File: src/rtl/semi_auto_pkg.sv
// rtl/semi_auto_pkg.sv - state encodings and motion codes for the semi-auto sequencer
package semi_auto_pkg;

  typedef enum logic [2:0] {
    S_IDLE      = 3'd0,
    S_CRUISE    = 3'd1,
    S_WAIT      = 3'd2,
    S_TURN_L    = 3'd3,
    S_TURN_R    = 3'd4,
    S_TURN_BACK = 3'd5,
    S_EXIT      = 3'd6
  } seq_state_e;

  localparam logic [3:0] MV_STOP  = 4'b0000;
  localparam logic [3:0] MV_FWD   = 4'b0001;
  localparam logic [3:0] MV_LEFT  = 4'b0100;
  localparam logic [3:0] MV_RIGHT = 4'b1000;

  // Turn-around is executed as a double left turn in place.
  function automatic logic [3:0] mv_for(input seq_state_e s);
    case (s)
      S_CRUISE, S_EXIT:      mv_for = MV_FWD;
      S_TURN_L, S_TURN_BACK: mv_for = MV_LEFT;
      S_TURN_R:              mv_for = MV_RIGHT;
      default:               mv_for = MV_STOP;
    endcase
  endfunction

endpackage

File: src/rtl/semi_auto_sequencer_det_settle.sv
// rtl/semi_auto_sequencer_det_settle.sv - 3-bit detector stability filter with new-pattern strobe
module det_settle #(
  parameter int SETTLE_CYCLES = 10_000_000
) (
  input  logic       clk,
  input  logic       rst,
  input  logic       clear,
  input  logic [2:0] raw,
  output logic [2:0] settled,
  output logic       strobe
);

  localparam int CW = $clog2(SETTLE_CYCLES + 1);
  localparam logic [CW-1:0] C_MAX = CW'(SETTLE_CYCLES);

  logic [2:0]    last_raw;
  logic [CW-1:0] cnt;
  logic [CW-1:0] cnt_next;
  logic          restart;
  logic          fire;

  // cnt is the length of the current run of identical samples, saturating at C_MAX.
  always_comb begin
    restart  = clear || (raw != last_raw);
    cnt_next = restart ? CW'(1) : ((cnt == C_MAX) ? cnt : cnt + 1'b1);
    fire     = (cnt_next == C_MAX) && (restart || (cnt != C_MAX));
  end

  always_ff @(posedge clk or posedge rst) begin
    if (rst) begin
      last_raw <= 3'b000;
      cnt      <= '0;
      settled  <= 3'b000;
      strobe   <= 1'b0;
    end else begin
      last_raw <= raw;
      cnt      <= cnt_next;
      strobe   <= fire;
      if (fire) settled <= raw;
    end
  end

endmodule

File: src/rtl/semi_auto_sequencer.sv
// rtl/semi_auto_sequencer.sv - semi-auto drive sequencer producing the moving_state nibble
module semi_auto_sequencer
  import semi_auto_pkg::*;
#(
  parameter int TURN_CYCLES   = 90_000_000,
  parameter int EXIT_CYCLES   = 50_000_000,
  parameter int SETTLE_CYCLES = 10_000_000
) (
  input  logic       clk,
  input  logic       rst,
  input  logic       enable,
  input  logic       det_front,
  input  logic       det_left,
  input  logic       det_right,
  input  logic       det_back,
  input  logic       cmd_fwd,
  input  logic       cmd_left,
  input  logic       cmd_right,
  input  logic       cmd_back,
  output logic [3:0] moving_state,
  output logic [2:0] seq_state,
  output logic       waiting
);

  localparam int TW = $clog2(2 * TURN_CYCLES + 1);
  localparam logic [TW-1:0] T_TURN = TW'(TURN_CYCLES);
  localparam logic [TW-1:0] T_BACK = TW'(2 * TURN_CYCLES);
  localparam logic [TW-1:0] T_EXIT = TW'(EXIT_CYCLES);

  seq_state_e    state;
  seq_state_e    next_state;
  logic [TW-1:0] timer;
  logic [3:0]    cmd_now;
  logic [3:0]    cmd_prev;
  logic [3:0]    cmd_rise;
  logic [2:0]    pat;
  logic          pat_new;
  logic          settle_clear;
  logic          unused_det_back;

  assign unused_det_back = det_back;
  assign cmd_now   = {cmd_fwd, cmd_left, cmd_right, cmd_back};
  assign cmd_rise  = cmd_now & ~cmd_prev;
  assign seq_state = state;

  // Restart the filter while parked and on every re-entry to CRUISE.
  assign settle_clear = !enable || (state == S_IDLE) || ((state == S_EXIT) && (timer == TW'(1)));

  det_settle #(
    .SETTLE_CYCLES(SETTLE_CYCLES)
  ) u_settle (
    .clk    (clk),
    .rst    (rst),
    .clear  (settle_clear),
    .raw    ({det_front, det_left, det_right}),
    .settled(pat),
    .strobe (pat_new)
  );

  always_comb begin
    next_state = state;
    case (state)
      S_IDLE: next_state = S_CRUISE;
      S_CRUISE: begin
        if (pat_new) begin
          case (pat)
            3'b111:  next_state = S_TURN_BACK;
            3'b110:  next_state = S_TURN_R;
            3'b101:  next_state = S_TURN_L;
            3'b011:  next_state = S_CRUISE;
            default: next_state = S_WAIT;
          endcase
        end
      end
      // Only the highest-priority edge is considered; if its target is blocked it is dropped.
      S_WAIT: begin
        if (cmd_rise[3]) begin
          if (!pat[2]) next_state = S_EXIT;
        end else if (cmd_rise[2]) begin
          if (!pat[1]) next_state = S_TURN_L;
        end else if (cmd_rise[1]) begin
          if (!pat[0]) next_state = S_TURN_R;
        end else if (cmd_rise[0]) begin
          next_state = S_TURN_BACK;
        end
      end
      S_TURN_L, S_TURN_R, S_TURN_BACK: if (timer == TW'(1)) next_state = S_EXIT;
      S_EXIT:  if (timer == TW'(1)) next_state = S_CRUISE;
      default: next_state = S_IDLE;
    endcase
  end

  always_ff @(posedge clk or posedge rst) begin
    if (rst) begin
      state        <= S_IDLE;
      moving_state <= MV_STOP;
      waiting      <= 1'b0;
      timer        <= '0;
      cmd_prev     <= 4'b0000;
    end else if (!enable) begin
      state        <= S_IDLE;
      moving_state <= MV_STOP;
      waiting      <= 1'b0;
      timer        <= '0;
      cmd_prev     <= 4'b0000;
    end else begin
      state        <= next_state;
      moving_state <= mv_for(next_state);
      waiting      <= (next_state == S_WAIT);
      cmd_prev     <= cmd_now;
      if (next_state != state) begin
        case (next_state)
          S_TURN_L, S_TURN_R: timer <= T_TURN;
          S_TURN_BACK:        timer <= T_BACK;
          S_EXIT:             timer <= T_EXIT;
          default:            timer <= '0;
        endcase
      end else if (timer != '0) begin
        timer <= timer - 1'b1;
      end
    end
  end

endmodule

File: config.mk
export PLATFORM = sky130hd
export DESIGN_NAME = semi_auto_sequencer
export DESIGN_NICKNAME = d
export VERILOG_FILES = /design/src/rtl/semi_auto_pkg.sv /design/src/rtl/semi_auto_sequencer_det_settle.sv /design/src/rtl/semi_auto_sequencer.sv
export SDC_FILE = /design/constraint.sdc
export NUM_CORES = 1
export LEC_CHECK = 0
export CAP_MARGIN = 20
export CORE_MARGIN = 3
export CORE_UTILIZATION = 61
export DETAILED_ROUTE_END_ITERATION = 7
export PLACE_DENSITY = 0.8
export SETUP_SLACK_MARGIN = 0.5
export SYNTH_ARGS = -nofsm -noshare
export SYNTH_HDL_FRONTEND = slang
export SYNTH_SLANG_ARGS = --single-unit
export TNS_END_PERCENT = 30
File: constraint.sdc
create_clock -name clk -period 3.9 [get_ports clk]
set_clock_uncertainty 0.15 [all_clocks]
set_input_delay 0.78 -clock clk [delete_from_list [all_inputs] [get_ports clk]]
set_output_delay 0.78 -clock clk [all_outputs]
set_load 0.005 [all_outputs]
==> results.sh, run 1 <==
export IMPL_drv_slew=0
export IMPL_layout_min_cycle_time_ns=3.23
export IMPL_diodes=0
export IMPL_max_cap_violations=0
export IMPL_antenna_found_initial=0
export IMPL_seq_area_frac_synth=0.433
export IMPL_first_global_vias=3134
export IMPL_syn_to_final_growth_pct=10.6
export IMPL_dp_hpwl_mm=5.68
export IMPL_track_usage=0.234
export IMPL_postCtsHoldBufs=0
export IMPL_cts_tree="yes"
export IMPL_tightest_slew_ns=0.861
export IMPL_p_int_mw=1.72
export IMPL_mostFrequentLayoutCells="dfrtp_1, nor2_1, nand2_1, xnor2_1, nand3_1"
export IMPL_drtIter0Drc=180
export IMPL_synth_async_reset_ratio=1.00
export IMPL_multi_input_area_sq_um=2180
export IMPL_synth_edff_count=0
export IMPL_ctsResizeCount=0
export IMPL_cp_max_fo=7
export IMPL_clock_path_buffers=2
export IMPL_synthCells=447
export IMPL_max_vdd_ir_drop_mv=0.628
export IMPL_ys_seq_elements=70
export IMPL_vias=3230
export IMPL_final_antenna_net_count=0
export IMPL_num_io_pins=19
export IMPL_fill_cells=498
export IMPL_routed_wl_mm=8.16
export IMPL_slew_headroom=0.426
export IMPL_whs_path_depth=1
export IMPL_synth_nets=463
export IMPL_worstPathRequired_ns=3.98
export IMPL_placement_rows=29
export IMPL_avgSynthCellArea_sq_um=9.06
export IMPL_worstHoldPathType="reg2reg"
export IMPL_grt_pass1_wl_mm=14.0
export IMPL_setup_violations=0
export IMPL_outcome="finished clean"
export IMPL_finalHoldViolations=0
export IMPL_drc_errors=0
export IMPL_power_frac_seq=0.348
export IMPL_start_kind="flip-flop"
export IMPL_die_height_um=87.5
export IMPL_clkPwrFrac=0.206
export IMPL_clkLatencyLatePin_ns=0.35
export IMPL_yosysUniqueCellTypes=61
export IMPL_p_leak_nw=1.87
export IMPL_grt_max_degree=71
export IMPL_layout_drive_gt1_share=0.0878
export IMPL_yosysWarnings=0
export IMPL_wire_per_inst_um=15.0
export IMPL_whs_ns=0.421
export IMPL_viasPerCell=5.94
export IMPL_rsz0062_at_grt="yes"
export IMPL_numCtsBuffers=9
export IMPL_final_setup_tns_ns=0
export IMPL_die_area_sq_um=7650
export IMPL_synthFlopType="dfrtp_1"
export IMPL_max_freq_mhz=310
export IMPL_netSwitchingPower_mw=1.11
export IMPL_initial_core_util=0.634
export IMPL_htreeDepth=3
export IMPL_seq_area_sq_um=1750
export IMPL_syn_area_sq_um=4050
export IMPL_worstSetupPathType="reg2reg"
export IMPL_cts_root_buf="clkbuf_8"
export IMPL_cts_sinks=70
export IMPL_switching_share=0.392
export IMPL_period_share=0.827
export IMPL_arrival_ns=3.31
export IMPL_place_gp_congestion=0.879
export IMPL_power_frac_comb=0.445
export IMPL_core_area_sq_um=6390
export IMPL_overflow=0
export IMPL_finalNetCount=478
export IMPL_place_port_buffers=16
export IMPL_layout_commonest_cell="dfrtp_1"
export IMPL_firstDrtPassIters=5
export IMPL_dieWidth_um=87.5
export IMPL_p_per_area_nw_per_um2=631
export IMPL_worstSetupEndpointType="flip-flop"
export IMPL_post_cts_buffers=0
export IMPL_cts_reportedPaths_clkPinSlew_ns=0.07
export IMPL_rr_worst_depth=9
[per-layer routing]
| layer | track usage | wire length, um | up-vias |
|---|---|---|---|
| li1 | - | - | 1577 |
| met1 | 0.299 | 3650 | 1561 |
| met2 | 0.384 | 4040 | 75 |
| met3 | 0.0454 | 289 | 17 |
| met4 | 0.0990 | 180 | 0 |
| met5 | 0 | 0 | - |
[critical path, cell delays in order (launching register included)]
cell and delay (ns):
dfrtp_1 0.45, ha_1 0.32, nand2_1 0.19, nor3_2 0.17, and2_0 0.20, nand3_1 0.13, xnor2_1 0.19, a2111oi_0 0.63
and4b_1 0.37, mux2_1 0.33
[flip-flops by register name (all words and copies together), names as in the netlist]
signal             cells
u_settle.strobe        1
timer                 28
u_settle.settled       3
cmd_prev               4
seq_state              3
moving_state           3
u_settle.last_raw      3
waiting                1
u_settle.cnt          24
[cells by family (layout without fill, tap and decap cells)]
kind of cell,after synthesis,count (layout),share of synthesized area
buffers and inverters,31,51,0.0328
adder cells (fa/ha/maj),5,5,0.0155
XOR/XNOR,50,50,0.108
multiplexers,8,8,0.0210
other,1,1,0.000926
flip-flops,70,70,0.433
AND/OR/NAND/NOR,218,218,0.285
AO/OA/AOI/OAI,64,64,0.104
[worst paths after layout]
| kind | from | endpoint | slack (ns) |
|---|---|---|---|
| worst max-delay path | u_settle.cnt[1] | u_settle.settled[1] | 0.67 |
| worst min-delay path | u_settle.settled[0] | u_settle.settled[0] | 0.42 |
| worst max register to register | u_settle.cnt[1] | u_settle.settled[1] | 0.67 |
| worst min register to register | u_settle.settled[0] | u_settle.settled[0] | 0.42 |
| max in group asynchronous | rst | cmd_prev[1] | 2.20 |
| min in group asynchronous | rst | u_settle.cnt[0] | 0.86 |
[per-stage QoR]
step	std cells	util	total power, mW	setup WS (ns)	area (sq um)
2_1_floorplan	447	-	2.01	0.835	4050
3_3_place_gp	528	0.668	2.18	0.569	4270
3_5_place_dp	528	0.668	2.23	0.560	4270
4_1_cts	544	0.699	2.83	0.704	4470
5_1_grt	544	0.701	3.05	0.477	4480
6_report	544	0.701	2.83	0.674	4480
[synth_stat cells (all sizes together) (2+ instances only)]
cell,instances,area (sq um)
dfrtp,70,1750
nor2,57,221
nand2,42,158
xnor2,30,263
o21ai,28,140
nand3,25,135
xor2,20,175
nor3,15,85.1
inv,13,48.8
nor4,13,96.3
and3,12,75.1
a21oi,11,55.1
and2,11,68.8
clkbuf,10,38.8
buf,8,45.0
nand2b,8,50.1
nor2b,7,43.8
nand4,6,43.8
ha,5,62.6
mux2,4,45.0
mux2i,4,40.0
o31ai,4,43.8
or4,4,37.5
a31oi,3,18.8
and4,3,26.3
nor3b,3,22.5
or2,3,18.8
or3,3,18.8
a211o,2,17.5
a211oi,2,15.0
and4b,2,20.0
nor4b,2,17.5
o211ai,2,20.0
o21a,2,15.0
o221a,2,22.5
[cell type report]
cell class,instances,share of cell area
Clock buffer,10,0.0307
Sequential cell,70,0.391
Timing Repair Buffer,22,0.0458
Inverter,13,0.0109
Multi-Input combinational cell,346,0.486
Clock inverter,6,0.0137
Tap cell,77,0.0215
[power groups by stage]
stage / Combinational (mW) / Sequential (mW) / Clock [mW]
after floorplan: 1.05 / 0.960 / 0
after global placement: 1.20 / 0.980 / 0
after detailed placement: 1.24 / 0.987 / 0
after CTS: 1.26 / 0.977 / 0.600
after global routing: 1.42 / 0.999 / 0.627
final: 1.26 / 0.985 / 0.583
(Power assumes the default switching activity.)
==> inputs of run 2 (changes only) <==
--- a/config.mk
+++ b/config.mk
@@ -7,9 +7,9 @@
 export LEC_CHECK = 0
 export CAP_MARGIN = 20
 export CORE_MARGIN = 3
-export CORE_UTILIZATION = 61
+export CORE_UTILIZATION = 55
 export DETAILED_ROUTE_END_ITERATION = 7
-export PLACE_DENSITY = 0.8
+export PLACE_DENSITY = 0.77
 export SETUP_SLACK_MARGIN = 0.5
 export SYNTH_ARGS = -nofsm -noshare
 export SYNTH_HDL_FRONTEND = slang
==> constraint.sdc (replaced) <==
create_clock -name clk -period 2.6 [get_ports clk]
set_clock_uncertainty 0.15 [all_clocks]
set_input_delay 0.52 -clock clk [delete_from_list [all_inputs] [get_ports clk]]
set_output_delay 0.52 -clock clk [all_outputs]
set_load 0.005 [all_outputs]
==> run 2 against run 1 <==
  * The run now ends with negative setup slack left
  * Clock power increased by 55%
  * Power grew 86%
  * Core utilization increased by 8.3 points
  * Die area rose by 10%
  * Critical path type unchanged
==> results.sh, run 2 (synthesized netlist as in run 1, its figures left out) <==
export IMPL_core_area_sq_um=6980
export IMPL_finalNonFillerCells=651
export IMPL_wire_per_inst_um=16.2
export IMPL_p_leak_nw=2.44
export IMPL_layout_commonest_cell="buf_4"
export IMPL_rr_worst_depth=10
export IMPL_layout_min_cycle_time_ns=2.91
export IMPL_drc_errors=0
export IMPL_worstPathRequired_ns=2.71
export IMPL_viasPerCell=5.71
export IMPL_pre_cts_slack_ns=-0.421
export IMPL_max_freq_mhz=343
export IMPL_finalNetCount=567
export IMPL_clock_path_buffers=2
export IMPL_violations="negative setup slack"
export IMPL_placement_rows=30
export IMPL_drv_slew=0
export IMPL_die_area_sq_um=8430
export IMPL_final_antenna_net_count=0
export IMPL_path_cells="or4_4 > nor4_4 > buf_4 > nand4_4 > buf_12 > o221a_1 > o221a_4 > buf_6 > a211o_1 > o21ai_1"
export IMPL_max_stage_delay_ns=0.56
export IMPL_overflow=0
export IMPL_outcome="finished, violations left"
export IMPL_worstSetupEndpointType="flip-flop"
export IMPL_setup_violations=33
export IMPL_place_gp_congestion=0.889
export IMPL_finalHoldViolations=0
export IMPL_p_per_area_nw_per_um2=960
export IMPL_vias=3720
export IMPL_utilization=0.784
export IMPL_max_vdd_ir_drop_mv=0.713
export IMPL_multi_input_area_sq_um=2410
export IMPL_htreeDepth=3
export IMPL_whs_ns=0.344
export IMPL_tightest_slew_ns=0.557
export IMPL_first_global_vias=3781
export IMPL_initial_core_util=0.580
export IMPL_seq_area_sq_um=1750
export IMPL_max_cap_violations=0
export IMPL_cp_max_fo=6
export IMPL_place_inst=629
export IMPL_syn_to_final_growth_pct=35.2
export IMPL_largest_registers="timer x28, u_settle.cnt x24, cmd_prev x4"
export IMPL_period_share=1.12
export IMPL_placed_area_sq_um=5040
export IMPL_slew_headroom=0.624
export IMPL_mostFrequentLayoutCells="buf_4, dfrtp_1, nor2_1, nand2_1, xnor2_1"
export IMPL_rsz0062_at_grt="yes"
export IMPL_drtIter0Drc=222
export IMPL_antenna_found_initial=0
export IMPL_cts_root_buf="clkbuf_8"
export IMPL_cts_tree="yes"
export IMPL_stdcell_area_sq_um=5470
export IMPL_num_io_pins=19
export IMPL_worstHoldPathType="in2async"
export IMPL_layout_drive_gt1_share=0.294
export IMPL_track_usage=0.262
export IMPL_grt_pass1_wl_mm=17.7
export IMPL_grt_max_degree=57
export IMPL_dp_hpwl_mm=6.97
export IMPL_arrival_ns=3.02
export IMPL_routed_wl_mm=10.6
export IMPL_fill_cells=438
export IMPL_start_kind="flip-flop"
export IMPL_cts_sinks=70
export IMPL_largest_register_ff_count=28
export IMPL_cts_reportedPaths_clkPinSlew_ns=0.08
export IMPL_numCtsBuffers=9
export IMPL_worstSetupPathType="reg2reg"
export IMPL_top_register="timer"
export IMPL_place_port_buffers=16
export IMPL_firstDrtPassIters=5
export IMPL_dieWidth_um=91.8
export IMPL_cp_slowest_cell="or4_4"
export IMPL_die_height_um=91.8
export IMPL_diodes=0
export IMPL_clkLatencyLatePin_ns=0.35
export IMPL_setup_ws_ns=-0.311
==> run 2: cell count changes in the layout (fill, tap and decap cells not counted), moves of 4 or more <==
cell	delta
o21ai_0	-9
buf_6	+5
buf_4	+80
o21ai_1	+6
buf_12	+4
==> run 2: per-stage QoR <==
step / setup TNS [ns] / total power [mW]
2_1_floorplan: -1.48 / 3.05
3_3_place_gp: -7.85 / 3.83
3_5_place_dp: -9.48 / 3.93
4_1_cts: -4.19 / 5.14
5_1_grt: -10.20 / 5.62
6_report: -6.75 / 5.25
==> run 2: where the power goes <==
part           internal, mW  switching [mW]  total [mW]
combinational          1.48            1.46        2.95
clock                 0.491           0.415       0.906
sequential             1.27           0.133        1.40
total                  3.24            2.01        5.25
==> run 2: critical path, delay by kind of cell, from the launching register on <==
family	cells	cell delay, ns
compound gates	4	0.93
buf+inv	3	0.48
flops	1	0.39
simple gates	3	0.87
==> run 2: final timing paths <==
path | from | slack [ns] | endpoint
min | rst | 0.34 | u_settle.cnt[14]
min in group clk | timer[6] | 0.41 | timer[6]
max reg2reg | timer[22] | -0.31 | timer[20]
max in group asynchronous | rst | 1.34 | u_settle.cnt[9]
min reg2reg | timer[6] | 0.41 | timer[6]
max | timer[22] | -0.31 | timer[20]
==> run 2: timing repair <==
item,in CTS,in global routing
hold buffers,0,0
gates cloned,0,0
setup endpoints to repair,64,63
resized for setup,25,19
setup buffers,5,2
pin swaps,6,7
==> run 2: area by class of cell <==
class / instances / share of cell area
clock buffers: 12 / 0.0283
clock inverters: 3 / 0.00800
inverters: 13 / 0.00960
multi-input cells: 346 / 0.440
flip-flops and latches: 70 / 0.320
well taps: 96 / 0.0219
repair buffers: 111 / 0.172
==> run 2: layer usage <==
metal | GRT usage | part of all wire | vias up
met4 | 0.0978 | 0.030 | 0
li1 | - | - | 1748
met1 | 0.331 | 0.43 | 1823
met3 | 0.0566 | 0.040 | 32
met5 | 0 | 0 | -
met2 | 0.440 | 0.50 | 117
==> variant (config.mk and constraints of run 1) <==
Change the parameter `TURN_CYCLES` from 90_000_000 to 45_000_000.
--- a/src/rtl/semi_auto_sequencer.sv
+++ b/src/rtl/semi_auto_sequencer.sv
@@ -4,3 +4,3 @@
 #(
-  parameter int TURN_CYCLES   = 90_000_000,
+  parameter int TURN_CYCLES   = 45_000_000,
   parameter int EXIT_CYCLES   = 50_000_000,
Function: no difference found for any inputs over 10 cycles, from zero or initial values and one cycle with rst high; that may be too few to reach the edited logic, so the function may still have changed.
==> variant against run 1 <==
  * Total power shrank 11%
  * Non-clock buffer count rose by 10
  * Sequential cell count is 1 lower
  * Setup slack lost 0.046 ns
  * Synthesized cell count down 2.5%
  * Sequential power decreased by 5.5%
  * Clock power fell by 4.8%
  * Cell area up 1.2%
  * Utilization increased by 3.4 points
  * Via count up 4.2%
  * Area after synthesis decreased by 0.46%
  * Wire length grew 7.6%
  * Critical path type unchanged
  * Largest cell class unchanged
==> variant: results (changes against run 1) <==
| Metric | Value |
|---|---|
| Worst-Margin Slew | `0.695 ns (-0.166 ns)` |
| Leakage | `0.00183 µW (-1.8%)` |
| Async S/R FF share, synth | `100% (unchanged)` |
| Setup TNS | `0 ns (unchanged)` |
| Clk buf depth | `2 (unchanged)` |
| Tot GR Track Use | `24.5% (+1.2 points)` |
| Synth warnings | `0 (unchanged)` |
| Family with the most delay on the worst path | `simple AND/OR/NAND/NOR gates` |
| Antenna Cells | `0 (unchanged)` |
| First DRT Iteration DRCs | `167 (-7.2%)` |
| Worst min-delay path category | `reg -> reg` |
| DP HPWL | `5860 µm (+3.3%)` |
| Clk_lat worst skew | `0.34 ns` |
| Num CTS Buffers | `9 (unchanged)` |
| Vias in the first global route | `3,221 (+2.8%)` |
| P_sw | `943 µW (-15%)` |
| R2r startpoint | `timer[18]$_DFFE_PP0P_` |
| Antenna violations before repair | `0 (unchanged)` |
| Gr ovfl total | `0 (unchanged)` |
| CTS Root Cell | `clkbuf_8` |
| Reg2Reg Setup Slack | `0.63 ns (-0.05 ns)` |
| Placed Cells incl. Taps | `515 (-2.5%)` |
| GPL Wtd Cong | `0.834 (-5.0%)` |
| Number of vias per cell | `6.28 (+5.7%)` |
| Synth area leader | `dfrtp_1` |
| Fin nets | `472 (-1.3%)` |
| Synth Net Count | `452 (-2.4%)` |
| Sequential fraction of the synthesis area | `42.8% (-0.42 points)` |
| Synth area leaders | `dfrtp_1 43%, xnor2_1 6.3%, xor2_1 4.8%` |
| Hold endpoint | `timer[5]$_DFFE_PP0P_` |
| Max rail drop VDD | `0.584 mV (-7.0%)` |
| CP peak stage delay | `0.61 ns (-0.02 ns)` |
| CP Max Fanout | `9 (+2)` |
| Worst Hold Launch | `timer[5]$_DFFE_PP0P_` |
| CP arrival | `3.38 ns (+0.07 ns)` |
| Critical Path Sink | `timer[8]$_DFFE_PP0P_` |
| Critical path class | `reg -> reg` |
| First-pass GRT wire length | `14,700 µm (+4.4%)` |
| CTS clk-pin slew, worst paths | `0.07 ns (about the same)` |
| Slowest CP cell | `or4_1` |
| Cells on worst reg2reg path | `8 (-1)` |
| I/O Buffers | `16 (unchanged)` |
| DR pass1 iterations | `5 (unchanged)` |
| # H-tree levels | `3 (unchanged)` |
| Yosys cell types | `59 (-3.3%)` |
| Min-Delay Path Depth | `2 (+1)` |
| Layout cells sized above 1 | `10.8% (+2.1 points)` |
| Outcome | `completed` |
| Average wire per standard cell | `16.4 µm (+9.2%)` |
| Vias post-DR | `3,365 (+4.2%)` |
| Largest net degree at the start of global routing | `43 (-39%)` |
| Top flop regs | `timer x27, u_settle.cnt x24, cmd_prev x4` |
| Synth cell count leaders | `69 x dfrtp_1, 45 x nor2_1, 29 x xnor2_1` |
| Avg Cell Area, Syn | `9.24 µm² (+2.0%)` |
-- variant: cell families after synthesis --
logic type                 after synthesis  synth area share [%]
AOI/OAI and AO/OA                       69                  11.0
xor gates and xnor gates                51                  11.1
adders and majority gates                5                  1.55
buffers and inverters                   37                  3.63
DFF                                     69                  42.8
muxes                                   11                  3.01
other                                    1                0.0930
and+or+nand+nor                        193                  26.8
-- variant: per-layer routing --
| metal | share of wire, % | up-vias | track usage (%) |
|---|---|---|---|
| li1 | - | 1603 | - |
| met2 | 48 | 100 | 38.3 |
| met3 | 5.1 | 14 | 6.24 |
| met5 | 0 | - | 0 |
| met4 | 1.6 | 0 | 10.6 |
| met1 | 45 | 1648 | 32.3 |
-- variant: cell type report --
cell class                      count  area [µm²]
Clock inverter                      4        48.8
Multi-Input combinational cell    330        2190
Tap cell                           75        93.8
Sequential cell                    69        1730
Clock buffer                       12         135
Timing Repair Buffer               32         280
Fill cell                         442        1630
Inverter                           14        52.6
-- variant: power groups by stage --
stage | registers, µW | clock network [µW] | logic (µW)
floorplan | 916 | 0 | 800
global route | 947 | 596 | 1150
detailed placement | 939 | 0 | 987
finish | 931 | 555 | 1030
CTS | 928 | 564 | 998
global placement | 935 | 0 | 951
-- variant: per-stage QoR --
step                hold WS, ns  area [µm²]  power (µW)  worst slack [ns]
finish                    0.413        4530        2520             0.628
global route              0.430        4530        2700             0.499
CTS                       0.415        4480        2490             0.495
detailed placement        0.399        4270        1930             0.358
global placement          0.390        4270        1890             0.392
floorplan                 0.361        4030        1720             0.714
-- variant: timing repair --
action	in CTS	in global routing
resized for setup	1	6
cloned	0	0
setup buffers	3	2
endpoints found under the setup margin	6	25
pin swaps	1	2
endpoints found under the hold margin	0	0
